`config.mk`:
```
export PLATFORM = sky130hd
export DESIGN_NAME = jtag_tap_param
export DESIGN_NICKNAME = d
export VERILOG_FILES = /design/src/rtl/jtag_pkg.sv /design/src/rtl/jtag_tap_fsm.sv /design/src/rtl/jtag_tap_param.sv
export SDC_FILE = /design/constraint.sdc
export NUM_CORES = 1
export LEC_CHECK = 0
export BUFFER_PORTS_ARGS = -buffer_cell sky130_fd_sc_hd__buf_2
export CAP_MARGIN = 20
export CORE_MARGIN = 2
export CORE_UTILIZATION = 41
export CTS_BUF_LIST = sky130_fd_sc_hd__clkbuf_4
export DETAILED_ROUTE_END_ITERATION = 10
export GPL_TIMING_DRIVEN = 0
export PLACE_DENSITY = 0.64
export SYNTH_ARGS = -nofsm -noshare
export SYNTH_HDL_FRONTEND = slang
export SYNTH_SLANG_ARGS = --single-unit
```
`constraint.sdc`:
```
create_clock -name clk -period 2.25 [get_ports clk]
set_input_delay 0.5625 -clock clk [delete_from_list [all_inputs] [get_ports clk]]
set_output_delay 0.5625 -clock clk [all_outputs]
set_load 0.005 [all_outputs]
```
`src/rtl/jtag_pkg.sv`:
```
// Shared types and constants for the parametrised JTAG TAP: state encoding,
// instruction codes and the data-register selector.
package jtag_pkg;

  // The 16 TAP controller states; the numeric codes appear on tap_state.
  typedef enum logic [3:0] {
    ST_TLR    = 4'd0,
    ST_RTI    = 4'd1,
    ST_SEL_DR = 4'd2,
    ST_CAP_DR = 4'd3,
    ST_SH_DR  = 4'd4,
    ST_EX1_DR = 4'd5,
    ST_PA_DR  = 4'd6,
    ST_EX2_DR = 4'd7,
    ST_UPD_DR = 4'd8,
    ST_SEL_IR = 4'd9,
    ST_CAP_IR = 4'd10,
    ST_SH_IR  = 4'd11,
    ST_EX1_IR = 4'd12,
    ST_PA_IR  = 4'd13,
    ST_EX2_IR = 4'd14,
    ST_UPD_IR = 4'd15
  } tap_state_e;

  // Which data register sits between tdi and tdo for the active instruction.
  typedef enum logic [1:0] {
    DR_BYPASS = 2'd0,
    DR_IDCODE = 2'd1,
    DR_BSR    = 2'd2,
    DR_USER   = 2'd3
  } dr_sel_e;

  localparam int unsigned INSTR_EXTEST = 32'd0;
  localparam int unsigned INSTR_IDCODE = 32'd1;
  localparam int unsigned INSTR_SAMPLE = 32'd2;
  localparam int unsigned INSTR_USER   = 32'd3;

  // All-ones BYPASS opcode for an IR of the given width (up to 32 bits).
  function automatic logic [31:0] instr_bypass(input int unsigned ir_w);
    logic [31:0] ones;
    ones = {32{1'b1}};
    return ones >> (32 - ir_w);
  endfunction

endpackage

```
`src/rtl/jtag_tap_fsm.sv`:
```
// 16-state IEEE 1149.1 TAP controller sequencer. Walks the state graph on
// tms and decodes one-hot strobes for the states the datapath acts on.
module jtag_tap_fsm
  import jtag_pkg::*;
(
  input  logic       clk,
  input  logic       rst_n,
  input  logic       tms,
  output logic [3:0] state,
  output logic       capture_dr,
  output logic       shift_dr,
  output logic       update_dr,
  output logic       capture_ir,
  output logic       shift_ir,
  output logic       update_ir,
  output logic       tlr
);

  tap_state_e state_q;
  tap_state_e state_d;

  // State register; TRST drops the controller straight into Test-Logic-Reset.
  always_ff @(posedge clk or negedge rst_n) begin
    if (!rst_n) begin
      state_q <= ST_TLR;
    end else begin
      state_q <= state_d;
    end
  end

  // Next-state graph; each state branches on tms exactly as the standard draws it.
  always_comb begin
    state_d = state_q;
    case (state_q)
      ST_TLR:    state_d = tms ? ST_TLR    : ST_RTI;
      ST_RTI:    state_d = tms ? ST_SEL_DR : ST_RTI;
      ST_SEL_DR: state_d = tms ? ST_SEL_IR : ST_CAP_DR;
      ST_CAP_DR: state_d = tms ? ST_EX1_DR : ST_SH_DR;
      ST_SH_DR:  state_d = tms ? ST_EX1_DR : ST_SH_DR;
      ST_EX1_DR: state_d = tms ? ST_UPD_DR : ST_PA_DR;
      ST_PA_DR:  state_d = tms ? ST_EX2_DR : ST_PA_DR;
      ST_EX2_DR: state_d = tms ? ST_UPD_DR : ST_SH_DR;
      ST_UPD_DR: state_d = tms ? ST_SEL_DR : ST_RTI;
      ST_SEL_IR: state_d = tms ? ST_TLR    : ST_CAP_IR;
      ST_CAP_IR: state_d = tms ? ST_EX1_IR : ST_SH_IR;
      ST_SH_IR:  state_d = tms ? ST_EX1_IR : ST_SH_IR;
      ST_EX1_IR: state_d = tms ? ST_UPD_IR : ST_PA_IR;
      ST_PA_IR:  state_d = tms ? ST_EX2_IR : ST_PA_IR;
      ST_EX2_IR: state_d = tms ? ST_UPD_IR : ST_SH_IR;
      ST_UPD_IR: state_d = tms ? ST_SEL_DR : ST_RTI;
      default:   state_d = ST_TLR;
    endcase
  end

  // Action strobes decoded from the current state; the datapath acts on the edge leaving it.
  always_comb begin
    capture_dr = 1'b0;
    shift_dr   = 1'b0;
    update_dr  = 1'b0;
    capture_ir = 1'b0;
    shift_ir   = 1'b0;
    update_ir  = 1'b0;
    tlr        = 1'b0;
    case (state_q)
      ST_CAP_DR: capture_dr = 1'b1;
      ST_SH_DR:  shift_dr   = 1'b1;
      ST_UPD_DR: update_dr  = 1'b1;
      ST_CAP_IR: capture_ir = 1'b1;
      ST_SH_IR:  shift_ir   = 1'b1;
      ST_UPD_IR: update_ir  = 1'b1;
      ST_TLR:    tlr        = 1'b1;
      default:   ;
    endcase
  end

  assign state = state_q;

endmodule

```
`src/rtl/jtag_tap_param.sv`:
```
// Parametrised JTAG TAP: instruction register, IDCODE / boundary-scan /
// user / bypass data registers, instruction decode and the registered TDO.
module jtag_tap_param
  import jtag_pkg::*;
#(
  parameter int unsigned          IR_W       = 4,
  parameter int unsigned          ID_W       = 32,
  parameter logic [ID_W-1:0]      IDCODE_VAL = ID_W'(32'h1000_0A5B),
  parameter int unsigned          BSR_W      = 8,
  parameter int unsigned          USER_W     = 16
) (
  input  logic              clk,
  input  logic              rst_n,
  input  logic              tdi,
  input  logic              tms,
  output logic              tdo,
  output logic              tdo_en,
  output logic [3:0]        tap_state,
  output logic [IR_W-1:0]   ir_q,
  input  logic [BSR_W-1:0]  bsr_pin_in,
  output logic [BSR_W-1:0]  bsr_pin_out,
  output logic              bsr_extest,
  input  logic [USER_W-1:0] user_cap,
  output logic [USER_W-1:0] user_q,
  output logic              user_upd
);

  // Bad configurations are rejected while elaborating rather than at run time.
  if (IR_W < 2) begin : g_ir_w_chk
    $error("jtag_tap_param: IR_W must be at least 2");
  end
  if (IDCODE_VAL[0] != 1'b1) begin : g_idcode_chk
    $error("jtag_tap_param: IDCODE_VAL bit 0 must be 1");
  end

  localparam logic [IR_W-1:0] IR_EXTEST = IR_W'(INSTR_EXTEST);
  localparam logic [IR_W-1:0] IR_IDCODE = IR_W'(INSTR_IDCODE);
  localparam logic [IR_W-1:0] IR_SAMPLE = IR_W'(INSTR_SAMPLE);
  localparam logic [IR_W-1:0] IR_USER   = IR_W'(INSTR_USER);
  localparam logic [IR_W-1:0] IR_BYPASS = IR_W'(instr_bypass(IR_W));
  localparam logic [IR_W-1:0] IR_CAPT   = IR_W'(2'b01);

  logic capture_dr_s, shift_dr_s, update_dr_s;
  logic capture_ir_s, shift_ir_s, update_ir_s;
  logic tlr_s;
  dr_sel_e dr_sel_s;

  logic [IR_W-1:0]   instr_q,    instr_d;
  logic [IR_W-1:0]   ir_sh_q,    ir_sh_d;
  logic [ID_W-1:0]   id_sh_q,    id_sh_d;
  logic [BSR_W-1:0]  bsr_sh_q,   bsr_sh_d;
  logic [USER_W-1:0] user_sh_q,  user_sh_d;
  logic              byp_q,      byp_d;
  logic [BSR_W-1:0]  bsr_out_q,  bsr_out_d;
  logic [USER_W-1:0] user_lat_q, user_lat_d;
  logic              user_upd_q, user_upd_d;
  logic              tdo_q,      tdo_d;
  logic              tdo_en_q,   tdo_en_d;

  jtag_tap_fsm u_fsm (
    .clk        (clk),
    .rst_n      (rst_n),
    .tms        (tms),
    .state      (tap_state),
    .capture_dr (capture_dr_s),
    .shift_dr   (shift_dr_s),
    .update_dr  (update_dr_s),
    .capture_ir (capture_ir_s),
    .shift_ir   (shift_ir_s),
    .update_ir  (update_ir_s),
    .tlr        (tlr_s)
  );

  // Instruction decode; unrecognised opcodes fall back to the bypass bit.
  always_comb begin
    dr_sel_s = DR_BYPASS;
    case (instr_q)
      IR_EXTEST: dr_sel_s = DR_BSR;
      IR_SAMPLE: dr_sel_s = DR_BSR;
      IR_IDCODE: dr_sel_s = DR_IDCODE;
      IR_USER:   dr_sel_s = DR_USER;
      IR_BYPASS: dr_sel_s = DR_BYPASS;
      default:   dr_sel_s = DR_BYPASS;
    endcase
  end

  // Capture/shift/update datapath; anything not touched by the current state holds.
  always_comb begin
    instr_d    = instr_q;
    ir_sh_d    = ir_sh_q;
    id_sh_d    = id_sh_q;
    bsr_sh_d   = bsr_sh_q;
    user_sh_d  = user_sh_q;
    byp_d      = byp_q;
    bsr_out_d  = bsr_out_q;
    user_lat_d = user_lat_q;
    user_upd_d = 1'b0;
    tdo_d      = tdo_q;
    tdo_en_d   = shift_ir_s | shift_dr_s;

    if (tlr_s) begin
      instr_d = IR_IDCODE;
    end else if (update_ir_s) begin
      instr_d = ir_sh_q;
    end else begin
      instr_d = instr_q;
    end

    if (capture_ir_s) begin
      ir_sh_d = IR_CAPT;
    end else if (shift_ir_s) begin
      ir_sh_d = {tdi, ir_sh_q[IR_W-1:1]};
      tdo_d   = ir_sh_q[0];
    end else begin
      ir_sh_d = ir_sh_q;
    end

    if (capture_dr_s) begin
      case (dr_sel_s)
        DR_IDCODE: id_sh_d   = IDCODE_VAL;
        DR_BSR:    bsr_sh_d  = bsr_pin_in;
        DR_USER:   user_sh_d = user_cap;
        DR_BYPASS: byp_d     = 1'b0;
        default:   byp_d     = 1'b0;
      endcase
    end else if (shift_dr_s) begin
      case (dr_sel_s)
        DR_IDCODE: begin
          id_sh_d = {tdi, id_sh_q[ID_W-1:1]};
          tdo_d   = id_sh_q[0];
        end
        DR_BSR: begin
          bsr_sh_d = {tdi, bsr_sh_q[BSR_W-1:1]};
          tdo_d    = bsr_sh_q[0];
        end
        DR_USER: begin
          user_sh_d = {tdi, user_sh_q[USER_W-1:1]};
          tdo_d     = user_sh_q[0];
        end
        DR_BYPASS: begin
          byp_d = tdi;
          tdo_d = byp_q;
        end
        default: begin
          byp_d = tdi;
          tdo_d = byp_q;
        end
      endcase
    end else if (update_dr_s) begin
      case (dr_sel_s)
        DR_BSR:  bsr_out_d = bsr_sh_q;
        DR_USER: begin
          user_lat_d = user_sh_q;
          user_upd_d = 1'b1;
        end
        default: ;
      endcase
    end else begin
      byp_d = byp_q;
    end
  end

  // All TAP-side storage; TRST returns every register to its reset value.
  always_ff @(posedge clk or negedge rst_n) begin
    if (!rst_n) begin
      instr_q    <= IR_IDCODE;
      ir_sh_q    <= '0;
      id_sh_q    <= '0;
      bsr_sh_q   <= '0;
      user_sh_q  <= '0;
      byp_q      <= 1'b0;
      bsr_out_q  <= '0;
      user_lat_q <= '0;
      user_upd_q <= 1'b0;
      tdo_q      <= 1'b0;
      tdo_en_q   <= 1'b0;
    end else begin
      instr_q    <= instr_d;
      ir_sh_q    <= ir_sh_d;
      id_sh_q    <= id_sh_d;
      bsr_sh_q   <= bsr_sh_d;
      user_sh_q  <= user_sh_d;
      byp_q      <= byp_d;
      bsr_out_q  <= bsr_out_d;
      user_lat_q <= user_lat_d;
      user_upd_q <= user_upd_d;
      tdo_q      <= tdo_d;
      tdo_en_q   <= tdo_en_d;
    end
  end

  assign ir_q        = instr_q;
  assign bsr_extest  = (instr_q == IR_EXTEST);
  assign bsr_pin_out = bsr_out_q;
  assign user_q      = user_lat_q;
  assign user_upd    = user_upd_q;
  assign tdo         = tdo_q;
  assign tdo_en      = tdo_en_q;

endmodule

```
## Word-level counts from Yosys, hierarchy flattened

Index checks and enable logic that the tools add are counted.

- Register bits after elaboration: 96
- Input bits: 28
- Word-level logic and storage cells: 102

- Eq/ne operators: 21
- Mux-type cells: 50
- Bitwise gates (word level): 3
- Reductions and logical operators: 16

Operator list:

| kind | count |
|---|---|
| 2-to-1 mux 32 bit | 4 |
| 2-to-1 mux 16 bit | 4 |
| one-hot mux 4 bit (12 select lines) | 1 |
| equality test 4 bit, second input constant | 8 |
| 2-to-1 mux 4 bit | 8 |
| 2-to-1 mux 8 bit | 4 |
| 2-to-1 mux 1 bit | 22 |
| equality test 4 x 2 -> 1 bit, second input constant | 4 |
| equality test 4 x 3 -> 1 bit, second input constant | 4 |
| equality test 4 x 1 -> 1 bit, second input constant | 2 |
| zero test 4 bit | 2 |
| AND reduction 2 bit | 4 |
| AND reduction 4 bit | 2 |
| 2-to-1 mux 2 bit | 3 |
| 2-to-1 mux 3 bit | 2 |
| one-hot mux 2 bit (3 select lines) | 1 |
| nonzero test 2 bit | 3 |
| OR reduction 2 bit | 3 |
| equality test 2 bit, second input constant | 2 |
| one-hot mux 1 bit (4 select lines) | 1 |
| OR reduction 3 bit | 1 |
| equality test 2 x 1 -> 1 bit, second input constant | 1 |
| zero test 2 bit | 1 |
| inverter 1 bit | 2 |
| bitwise OR 1 bit | 1 |

## Longest topological paths before layout

Gate-level depths: netlist of the first run.

- Depth after elaboration: 8
- Gate-level depth with buffers: 6
- Gate-level depth less buffers: 3

## Cells and area by module

From an unflattened synthesis of the first run, not the netlist that was laid out.

- Cell total of the unflattened synthesis: 306
- Area total of the unflattened synthesis: 4140.2 sq um

By module, submodules not included:

| module | times used | cells an instance | area each (sq um) |
|---|---|---|---|
| jtag_tap_param | 1 | 260 | 3801.1 |
| jtag_tap_fsm | 1 | 46 | 339.1 |

## Worst setup path after synthesis of the first run

No wires, ideal clock.

- Path type: register to register
- Start point: register u_fsm.state_q[1], in the netlist u_fsm.state[1]
- End point: register user_sh_q[10]
- Arrival: 2081 ps
- Required time: 2125 ps
- Setup slack: 44 ps
- Cell stages (with the launch flop): 6
- Buffers on the path: 2
- Period minus slack after synthesis: 2206 ps
- Cell sequence: dfrtp_1 -> or4b_1 -> buf_4 -> a2111oi_4 -> buf_6 -> mux2_2

- Longest elaborated chain between the ends: 4
- Elaborated cells between the ends (all ways): 7
- Classes of those cells: eq/ne (2); mux (3); reduce/logical (2)

Ends and longest elaborated chain:

| what | RTL line | source |
|---|---|---|
| from (decl) | jtag_tap_fsm.sv:19 | `tap_state_e state_q;` |
| from (signal assigned) | jtag_tap_fsm.sv:27 | `state_q <= state_d;` |
| equality test 4 x 2 -> 1 bit or equality test 4 x 3 -> 1 bit (tied branches) | jtag_tap_fsm.sv:64 | `case (state_q)` |
| 2-to-1 mux 1 bit | jtag_tap_fsm.sv:64 |  |
| nonzero test 2 bit (no source line) | -- |  |
| AND reduction 2 bit (no source line) | -- |  |
| to (signal assigned) | jtag_tap_param.sv:182 | `user_sh_q <= user_sh_d;` |
| to (decl) | jtag_tap_param.sv:52 | `logic [USER_W-1:0] user_sh_q, user_sh_d;` |

Several ways; a longest one is shown, not always the timed one.
A chain may end at the register's enable or synchronous reset.

## Worst setup path in the final report of the first run

- Start point: register u_fsm.state_q[0], in the netlist u_fsm.state[0]
- End point: register bsr_out_q[1], in the netlist bsr_pin_out[1]

- Longest elaborated chain between the ends: 4
- Elaborated cells between the ends (all ways): 9
- Classes of those cells: eq/ne (3); mux (3); bitwise (2); reduce/logical (1)

Ends and longest elaborated chain:

| what | RTL line | source |
|---|---|---|
| equality test 4 x 3 -> 1 bit or equality test 4 x 2 -> 1 bit (tied branches) | jtag_tap_fsm.sv:64 |  |
| 2-to-1 mux 1 bit | jtag_tap_fsm.sv:64 |  |
| inverter 1 bit (no source line) | -- |  |
| AND reduction 4 bit (no source line) (*) | -- |  |
| to (signal assigned) | jtag_tap_param.sv:184 | `bsr_out_q <= bsr_out_d;` |
| to (decl) | jtag_tap_param.sv:54 | `logic [BSR_W-1:0] bsr_out_q, bsr_out_d;` |

Every way passes the cells marked *; elsewhere a longest branch is shown, timed or not.

==> qor.csv, run 1 <==
stage;metric;value;unit
synthesis;main combinational cell family by area after synthesis;multiplexers;
global_route;GRT Max-Usage Layer;met2;
critical_path;Crit Path Category;flip-flop to flip-flop;
drt;DRC violations left;0;
synthesis;register area share after synthesis;0.544;
global_route;GRT met2 Usage;0.246;
run;maxcap violations;0;
synthesis;mux cell area share after synthesis;0.263;
clocking;Inserted Clock Buffers;9;
synthesis;post-synthesis xor/xnor area fraction;0.00198;
global_route;Tot GR Track Use;0.164;
synthesis;Yosys reg bits;96;
timing;Max Freq;456;MHz
drt;post-DR wirelength/cell;15.3;um
synthesis;post-synth design cell area;4420;sq um
timing;Worst Tran Pin Value;0.680;ns
clocking;H-tree depth;3;
drt;first-pass iteration count of the detailed router;4;
critical_path;CP required;2.58;ns
floorplan;die width;108;um
timing;final hold viol count;0;
timing;setup TNS;0;ns
critical_path;CP max FO;10;
place;GPL Wtd Cong;0.844;
power_and_ir_drop;Comb power frac;0.400;
worst_hold_path;Hold WC Path Type;input pin to async pin;
floorplan;starting density of the core;0.426;
place;post-DP HPWL;6000;um
synthesis;simple logic cell fraction of the synthesized area;0.0881;
global_route;vias in the first global route;3003;
drt;final wirelength;8990;um
cells_and_area;Post-layout nets;473;
timing;max_slew headroom;0.547;
synthesis;syn avg cell area;12.3;sq um
floorplan;Top Ports;64;
global_route;first-pass GRT wire length;14800;um
timing;final setup vio count;0;
power_and_ir_drop;Max IR drop VDD;0.477;mV
critical_path;Setup crit start kind;flip-flop;
critical_path;CP Capture Type;flip-flop;
floorplan;area of the core;10400;sq um
drt;post-detailed-route count of antenna-violating nets;0;
clocking;Worst-path clk slew;0.15;ns
timing;fin crit period;2.19;ns
critical_path;WP data arrival;2.53;ns
cells_and_area;Util after Layout;0.508;
global_route;met1 GRT Util;0.225;
power_and_ir_drop;switching share of power;0.339;
clocking;Clock Latency Late Sink;0.45;ns
power_and_ir_drop;PD cells;1130;nW/um^2
synthesis;Cell variety after synth;45;
floorplan;number of cell rows;37;
status;status;completed;
global_route;initial antenna violation count;0;
synthesis;Synth Instances;358;
floorplan;Die Height;108;um
clocking;Clock Path Buffers;2;
drt;via count;2997;
drt;Detailed Route Iter0 Violations;154;
drt;Avg Vias per Cell;5.11;
synthesis;Synth Area in Adders;0;
timing;Slew Viols, Final;0;
global_route;grt met3 use;0.0406;
floorplan;total die area;11600;sq um
synthesis;complex-gate fraction of the synthesized area;0.0581;
timing;period utilization;0.975;
synthesis;warnings from Yosys;0;
clocking;hold_buf cts;0;
timing;hold slack;0.133;ns
power_and_ir_drop;total internal power;3.95;mW
power_and_ir_drop;leakage power;2.65;nW
clocking;CTS tree;built;
clocking;CTS Sinks;96;
cells_and_area;n_diodes;0;
cells_and_area;layout cells sized above 1;0.447;
power_and_ir_drop;clock network power share;0.193;
place;number of buffers added on ports;63;
global_route;Remaining Overflow, GRT;0;
power_and_ir_drop;net switching power;2.02;mW
timing;Worst Clk Skew;0.0162;ns
synthesis;synthesized netlist net count;386;
cells_and_area;Synth-to-Final Area Change;19.3;%
power_and_ir_drop;Sequential Power Share;0.407;
global_route;largest net degree at the start of global routing;52;
clocking;CTS root buf;clkbuf_4;
## layout by cell type, fill, tap and decap left out, types with 4 or more instances in the layout
cell      count
a21oi_1       8
buf_2        63
buf_4        11
buf_6         5
clkbuf_1     12
clkbuf_4     16
dfrtp_1      94
inv_1        21
mux2_2       87
mux2i_1      17
nand2_1      31
nor2_1       15
o21ai_0       6
o22ai_1       4
## final cells by class
cell class                 count  area (sq um)
buffer                        26           158
clock buffer                  10          75.1
clock inverter                 6           106
fill                         967          5100
inverter                      21          78.8
multi-input combinational    215          1830
sequential                    96          2400
tap                          136           170
timing repair buffer          76           443
## routing by layer
| layer | part of all wire | vias to the layer above |
|---|---|---|
| met5 | 0 | - |
| met4 | 0.019 | 0 |
| met3 | 0.063 | 12 |
| met2 | 0.47 | 67 |
| met1 | 0.45 | 1495 |
| li1 | - | 1423 |
## worst max-delay path: stages, from the launching register on
cell and delay [ns]:
dfrtp_1 0.42, buf_4 0.16, clkbuf_1 0.20, nor4b_1 0.45, nand3b_1 0.43, mux2_2 0.42
## final timing paths
kind                                           from  cells after the start                    endpoint  slack (ns)
max                        u_fsm.state[0]$_DFF_PN0_                      5  bsr_pin_out[1]$_DFFE_PN0P_        0.06
min                                           rst_n                      1      id_sh_q[5]$_DFFE_PN0P_        0.13
max reg2reg                u_fsm.state[0]$_DFF_PN0_                      5  bsr_pin_out[1]$_DFFE_PN0P_        0.06
min reg2reg                  ir_sh_q[0]$_DFFE_PN0N_                      2      ir_sh_q[0]$_DFFE_PN0N_        0.50
max in group asynchronous                     rst_n                      2  bsr_pin_out[1]$_DFFE_PN0P_        1.44
min in group clk                                tdi                      3      ir_sh_q[3]$_DFFE_PN0N_        0.42
## state kept, by name, summed over array words and instances, names as in the netlist
name / flops
id_sh_q: 32
user_q: 16
user_sh_q: 16
bsr_pin_out: 8
bsr_sh_q: 8
ir_q: 4
ir_sh_q: 4
u_fsm.state: 4
byp_q: 1
tdo: 1
tdo_en: 1
user_upd: 1
## power by group through the flow
stage	clock [mW]	combinational, mW	sequential (mW)
4_1_cts	1.18	2.29	2.43
3_3_place_gp	0	2.12	2.46
5_1_grt	1.24	2.63	2.49
6_report	1.15	2.39	2.43
3_5_place_dp	0	2.17	2.48
2_1_floorplan	0	1.67	2.41
## what timing repair did
item	in CTS	in global routing
setup endpoints to repair	53	44
resized for setup	9	19
cloned	1	0
pin swaps	3	2
setup buffers	10	1
## stage by stage
stage / cells / setup WS, ns / power, mW / cell area (sq um)
floorplan: 358 / 0.0441 / 4.07 / 4420
global placement: 557 / -0.372 / 4.58 / 4900
detailed placement: 558 / -0.353 / 4.65 / 4930
CTS: 585 / -0.0154 / 5.90 / 5210
global route: 586 / -0.00861 / 6.36 / 5270
finish: 586 / 0.0571 / 5.97 / 5270
## cells in the mapped netlist
library cell  instances  area, sq um
o221ai_1              3         26.3
a31oi_1               1         6.26
clkbuf_2              1         5.00
mux2_1                1         11.3
dfrtp_1              95         2380
mux2_2               87          980
nor4b_1               1         8.76
nor2b_1               3         18.8
nand3b_1              3         22.5
nand3_1               2         10.0
buf_2                 4         20.0
a221oi_1              1         8.76
nor4_1                3         18.8
or4b_1                2         20.0
buf_6                 1         11.3
a2111oi_4             2         55.1
nand4b_1              1         8.76
and3b_1               2         17.5
mux2i_1              17          170
and3_1                1         6.26
buf_4                 2         15.0
nand2b_1              2         12.5
buf_1                 1         3.75
a21oi_1               9         45.0
nor3_1                2         10.0
and2_1                1         6.26
inv_1                21         78.8
o211ai_1              1         7.51
nor2_1               15         56.3
nand4_1               2         12.5
or3b_2                1         8.76
xor2_1                1         8.76
nand2_1              31          116
or3_1                 1         6.26
a211oi_1              2         15.0
dfstp_2               1         26.3
a2bb2oi_1             1         8.76
nor4bb_1              1         10.0
o21ai_0               6         30.0
clkbuf_1             17         63.8
nor3b_1               1         7.51
nand4bb_1             1         11.3
o21ba_2               2         20.0
o22ai_1               4         25.0
a31o_2                1         8.76
## logic make-up after synthesis
| group | count (synthesis) |
|---|---|
| compound gates | 33 |
| simple gates | 76 |
| mux | 105 |
| buf+inv | 47 |
| xor+xnor | 1 |
| flops | 96 |
Note: power is estimated with default switching activity, not from simulation.
==> inputs of run 2 (changes only) <==
- RECOVER_POWER: unset -> 25
- SLEW_MARGIN: unset -> 20
==> run 2 against run 1 <==
Against the previous run: flip-flop and latch count did not move; cell count fell by 0.17%; worst setup slack improved by 0.038 ns; non-clock buffer count did not move; clock-buffer cell count did not move; routed wire length fell by 1.5%; sequential share of layout area rose by 0.76 points; utilization fell by 0.83 points; sequential power barely moved; power fell by 7.0%; critical path type unchanged; critical endpoint is now user_sh_q[14]$_DFFE_PN0P_; largest power group unchanged; highest routed layer unchanged.
==> qor.csv, run 2 (same netlist as run 1, synthesis figures left out) <==
stage;metric;value;unit
cells_and_area;Largest register FFs;32;
floorplan;Top Ports;64;
critical_path;CP Capture Type;flip-flop;
timing;unrepaired setup endpoints after global routing;no;
clocking;Inserted Clock Buffers;9;
clocking;Worst-path clk slew;0.13;ns
global_route;Remaining Overflow, GRT;0;
status;status;completed;
clocking;CTS tree;built;
critical_path;WP data arrival;2.49;ns
cells_and_area;Largest Register;id_sh_q;
drt;via count;2979;
critical_path;Crit Path Category;flip-flop to flip-flop;
clocking;H-tree depth;3;
critical_path;Top delay family on crit path;simple AND/OR/NAND/NOR gates;
drt;Avg Vias per Cell;5.09;
timing;final hold viol count;0;
critical_path;Setup crit start kind;flip-flop;
global_route;largest net degree at the start of global routing;76;
timing;Max Freq;464;MHz
clocking;Clock Latency Late Sink;0.44;ns
critical_path;CP cell instances;or4b_4 -> buf_8 -> a2111oi_4 -> buf_4 -> buf_6 -> mux2_2;
cells_and_area;layout cells sized above 1;0.437;
power_and_ir_drop;clock network power share;0.138;
timing;max_slew headroom;0.0856;
floorplan;Die Height;108;um
floorplan;starting density of the core;0.426;
cells_and_area;fillers;988;
power_and_ir_drop;net switching power;1.97;mW
worst_hold_path;Hold WC Path Type;input pin to flip-flop;
floorplan;number of cell rows;37;
power_and_ir_drop;Max IR drop VDD;0.542;mV
place;GPL Wtd Cong;0.844;
global_route;Tot GR Track Use;0.162;
timing;period utilization;0.958;
power_and_ir_drop;leakage power;2.60;nW
floorplan;total die area;11600;sq um
clocking;CTS Sinks;96;
place;number of buffers added on ports;63;
critical_path;CP max stage delay;0.53;ns
critical_path;Critical-path top delay cell;or4b_4;
timing;final setup vio count;0;
drt;post-detailed-route count of antenna-violating nets;0;
timing;fin crit period;2.15;ns
global_route;vias in the first global route;2988;
cells_and_area;most common cell after layout, fill and taps aside;dfrtp_1;
power_and_ir_drop;switching share of power;0.354;
global_route;first-pass GRT wire length;14600;um
cells_and_area;most frequent cells in the layout;dfrtp_1, mux2_2, buf_2;
power_and_ir_drop;Sequential Power Share;0.438;
drt;final wirelength;8850;um
run;maxcap violations;0;
power_and_ir_drop;Comb power frac;0.424;
drt;first-pass iteration count of the detailed router;4;
drt;DRC violations left;0;
floorplan;area of the core;10400;sq um
clocking;Clock Path Buffers;2;
floorplan;die width;108;um
critical_path;CP max FO;6;
cells_and_area;Synth-to-Final Area Change;17.4;%
clocking;CTS root buf;clkbuf_4;
power_and_ir_drop;Pwr Total;5.55;mW
timing;Worst Clk Skew;0.0119;ns
critical_path;CP required;2.58;ns
global_route;initial antenna violation count;0;
power_and_ir_drop;total internal power;3.59;mW
cells_and_area;n_diodes;0;
place;post-DP HPWL;5970;um
timing;hold slack;0.428;ns
drt;Detailed Route Iter0 Violations;110;
cells_and_area;Post-layout nets;473;
timing;Slew Viols, Final;0;
critical_path;Buf+Inv Stages, Crit Path;3;
drt;post-DR wirelength/cell;15.1;um
timing;Worst Tran Pin Value;1.37;ns
power_and_ir_drop;PD cells;1070;nW/um^2
[run 2: cell types whose count changed in the layout (fill, tap and decap cells not counted), moves of 2 or more]
cell and delta:
clkbuf_1 +2, buf_2 +2, clkbuf_4 -2, bufinv_16 -3
clkbuf_2 -2
[run 2: power by group through the flow]
stage | Clock, mW | Sequential [mW] | Combinational, mW
after global placement | 0 | 2.46 | 2.12
final | 0.767 | 2.43 | 2.36
after detailed placement | 0 | 2.48 | 2.17
after global routing | 0.874 | 2.50 | 2.61
after floorplan | 0 | 2.41 | 1.67
after CTS | 0.808 | 2.43 | 2.29
[run 2: area by class of cell]
| class | instances | area, sq um | share of cell area |
|---|---|---|---|
| tap | 136 | 170 | 0.0328 |
| clock buffer | 10 | 75.1 | 0.0145 |
| inverter | 21 | 78.8 | 0.0152 |
| sequential | 96 | 2400 | 0.464 |
| multi-input combinational | 215 | 1830 | 0.354 |
| buffer | 26 | 154 | 0.0297 |
| timing repair buffer | 76 | 442 | 0.0852 |
| clock inverter | 5 | 25.0 | 0.00483 |
[run 2: stage by stage]
step	util	setup WS, ns	setup TNS, ns	instances	instance area [sq um]
2_1_floorplan	-	0.0441	0	358	4420
3_3_place_gp	0.473	-0.372	-44.87	557	4900
3_5_place_dp	0.476	-0.362	-11.02	558	4940
4_1_cts	0.496	-0.0305	-0.213	584	5140
5_1_grt	0.500	0.00807	0	585	5180
6_report	0.500	0.0952	0	585	5180
[run 2: worst paths after layout]
path	startpoint	endpoint	slack [ns]	cells after the start
setup / recovery	u_fsm.state[1]$_DFF_PN0_	user_sh_q[14]$_DFFE_PN0P_	0.1	6
hold / removal	tdi	ir_sh_q[3]$_DFFE_PN0N_	0.43	3
setup reg to reg	u_fsm.state[1]$_DFF_PN0_	user_sh_q[14]$_DFFE_PN0P_	0.1	6
hold reg to reg	ir_sh_q[0]$_DFFE_PN0N_	ir_sh_q[0]$_DFFE_PN0N_	0.50	2
max in group asynchronous	rst_n	bsr_sh_q[0]$_DFFE_PN0P_	0.30	3
min in group asynchronous	rst_n	user_q[1]$_DFFE_PN0P_	0.96	2
[run 2: what timing repair did]
item,CTS,global route
pin swaps,3,2
hold buffers,1,0
endpoints found under the setup margin,53,45
gates cloned,1,0
setup buffers,9,1
resized for setup,11,15
hold endpoints to repair,20,0
[run 2: worst reg2reg max path: cells and delay by family, from the launching register on]
kind                   cells  cell delay (ns)
AND/OR/NAND/NOR            1             0.53
buffers and inverters      3             0.48
flip-flops                 1             0.43
multiplexers               1             0.33
AO/OA/AOI/OAI              1             0.28
[run 2: layer usage]
layer	part of all wire	track usage
met5	0	0
met4	0.018	0.0687
met3	0.044	0.0333
met2	0.47	0.245
met1	0.47	0.227
==> inputs of run 3 (changes only) <==
--- a/config.mk
+++ b/config.mk
@@ -8,4 +8,5 @@
 export BUFFER_PORTS_ARGS = -buffer_cell sky130_fd_sc_hd__buf_2
 export CAP_MARGIN = 20
+export CORE_ASPECT_RATIO = 0.75
 export CORE_MARGIN = 2
 export CORE_UTILIZATION = 41
@@ -13,5 +14,4 @@
 export DETAILED_ROUTE_END_ITERATION = 10
 export GPL_TIMING_DRIVEN = 0
-export PLACE_DENSITY = 0.64
 export RECOVER_POWER = 25
 export SLEW_MARGIN = 20
==> constraint.sdc (replaced) <==
create_clock -name clk -period 2.25 [get_ports clk]
set_input_delay 0.5625 -clock clk [delete_from_list [all_inputs] [get_ports clk]]
set_output_delay 0.5625 -clock clk [all_outputs]
set_load 0.01 [all_outputs]
==> run 3 against run 2 <==
Against the previous run: final area about the same; power up 2.1%; clock power up 6.0%; worst hold slack worse by 0.017 ns; fmax about the same; critical path type unchanged; highest routed layer unchanged.
==> qor.csv, run 3 (same netlist as run 1, synthesis figures left out) <==
stage;metric;value;unit
drt;via count;2927;
floorplan;number of cell rows;32;
cells_and_area;Post-layout nets;472;
place;Setup WS pre-CTS;-0.614;ns
global_route;largest net degree at the start of global routing;60;
cells_and_area;Largest register FFs;32;
timing;final hold viol count;0;
timing;Worst Tran Pin Value;0.985;ns
cells_and_area;fillers;985;
power_and_ir_drop;switching share of power;0.365;
power_and_ir_drop;Max IR drop VDD;0.395;mV
clocking;Worst-path clk slew;0.14;ns
timing;Max Freq;465;MHz
global_route;Tot GR Track Use;0.168;
run;maxcap violations;0;
power_and_ir_drop;Comb power frac;0.423;
place;number of buffers added on ports;63;
drt;post-detailed-route count of antenna-violating nets;0;
floorplan;starting density of the core;0.426;
critical_path;CP max FO;7;
floorplan;area of the core;10400;sq um
clocking;Clock Path Buffers;2;
power_and_ir_drop;Sequential Power Share;0.433;
timing;max_slew headroom;0.344;
global_route;first-pass GRT wire length;14900;um
critical_path;Crit Path Category;flip-flop to flip-flop;
global_route;Remaining Overflow, GRT;0;
power_and_ir_drop;leakage power;2.61;nW
drt;final wirelength;8910;um
cells_and_area;Util after Layout;0.500;
cells_and_area;Synth-to-Final Area Change;17.4;%
critical_path;Top delay family on crit path;simple AND/OR/NAND/NOR gates;
cells_and_area;layout cells sized above 1;0.453;
power_and_ir_drop;clock network power share;0.143;
drt;DRC violations left;0;
worst_hold_path;Hold WC Path Type;input pin to flip-flop;
timing;fin crit period;2.15;ns
place;GPL Wtd Cong;0.775;
critical_path;Setup crit start kind;flip-flop;
place;Placed Cells;558;
drt;first-pass iteration count of the detailed router;4;
cells_and_area;most frequent cells in the layout;dfrtp_1, mux2_2, buf_2;
power_and_ir_drop;net switching power;2.07;mW
clocking;Clock Latency Late Sink;0.45;ns
cells_and_area;most common cell after layout, fill and taps aside;dfrtp_1;
timing;final setup vio count;0;
power_and_ir_drop;Pwr Total;5.67;mW
critical_path;CP max stage delay;0.62;ns
critical_path;Buf+Inv Stages, Crit Path;2;
timing;setup TNS;0;ns
clocking;CTS Sinks;96;
drt;Detailed Route Iter0 Violations;125;
cells_and_area;n_diodes;0;
drt;Avg Vias per Cell;5.01;
global_route;vias in the first global route;2931;
critical_path;CP Capture Type;flip-flop;
cells_and_area;Largest Register;id_sh_q;
clocking;CTS tree;built;
timing;period utilization;0.957;
drt;post-DR wirelength/cell;15.2;um
timing;unrepaired setup endpoints after global routing;no;
timing;fin worst setup slack;0.0973;ns
cells_and_area;Finished Layout Cells;584;
timing;Slew Viols, Final;0;
floorplan;die width;124;um
clocking;H-tree depth;3;
power_and_ir_drop;total internal power;3.60;mW
floorplan;total die area;11600;sq um
timing;Worst Clk Skew;0.0119;ns
place;post-DP HPWL;6000;um
critical_path;WP data arrival;2.50;ns
clocking;Inserted Clock Buffers;9;
critical_path;cell mode on critical path;buf_4;
floorplan;Die Height;93.9;um
global_route;initial antenna violation count;0;
critical_path;Critical-path top delay cell;or4b_4;
floorplan;Top Ports;64;
power_and_ir_drop;PD cells;1090;nW/um^2
critical_path;CP required;2.60;ns
status;status;completed;
critical_path;CP cell instances;or4b_4 -> a2111oi_4 -> buf_4 -> buf_4 -> mux2_2;
clocking;CTS root buf;clkbuf_4;
-- run 3: cell types whose count changed in the layout (fill, tap and decap cells not counted), moves of 2 or more --
cell / previous run / this run
clkbuf_2: 0 / 2
clkinv_1: 3 / 0
clkbuf_1: 14 / 12
buf_2: 65 / 63
buf_4: 10 / 13
-- run 3: worst paths after layout --
path | start | end | slack, ns | cells past startpoint
worst max-delay path | u_fsm.state[1]$_DFF_PN0_ | user_sh_q[3]$_DFFE_PN0P_ | 0.1 | 5
worst min-delay path | tdi | ir_sh_q[3]$_DFFE_PN0N_ | 0.41 | 3
worst max register to register | u_fsm.state[1]$_DFF_PN0_ | user_sh_q[3]$_DFFE_PN0P_ | 0.1 | 5
worst min register to register | user_q[8]$_DFFE_PN0P_ | user_q[8]$_DFFE_PN0P_ | 0.52 | 1
max in group asynchronous | rst_n | user_upd$_DFF_PN0_ | 0.43 | 3
min in group asynchronous | rst_n | ir_sh_q[0]$_DFFE_PN0N_ | 0.78 | 2
-- run 3: cell type report --
cell class	count	area, sq um	share of cell area
sequential	96	2410	0.464
clock inverter	5	35.0	0.00676
clock buffer	10	75.1	0.0145
multi-input combinational	215	1860	0.358
buffer	24	138	0.0265
timing repair buffer	77	427	0.0823
inverter	21	78.8	0.0152
tap	136	170	0.0328
-- run 3: worst register-to-register path: cells and delay by family (launching register included) --
kind	cells	cell delay (ns)
AOI/OAI and AO/OA	1	0.32
muxes	1	0.34
buffers and inverters	2	0.34
DFF	1	0.44
and+or+nand+nor	1	0.62
-- run 3: repair_timing --
item | in CTS | in global routing
gates resized for setup | 18 | 9
hold buffers | 1 | 0
cloned | 1 | 0
setup endpoints to repair | 63 | 68
endpoints found under the hold margin | 36 | 0
pin swaps | 3 | 3
buffers inserted | 9 | 2
-- run 3: routing by layer --
layer	routed length, um	track usage	vias up
li1	-	-	1426
met1	4420	0.248	1425
met2	3880	0.238	65
met3	506	0.0467	11
met4	106	0.0540	0
met5	0	0	-
-- run 3: through the flow --
stage	instance area, sq um	hold WS, ns
finish	5180	0.412
detailed placement	4940	0.488
floorplan	4420	0.267
global route	5180	0.400
global placement	4900	0.477
CTS	5190	0.376
-- run 3: power by group through the flow --
stage	registers, mW	logic (mW)	clock network (mW)
2_1_floorplan	2.44	1.67	0
3_3_place_gp	2.46	2.17	0
3_5_place_dp	2.48	2.23	0
4_1_cts	2.44	2.40	0.844
5_1_grt	2.53	2.64	0.923
6_report	2.46	2.40	0.813
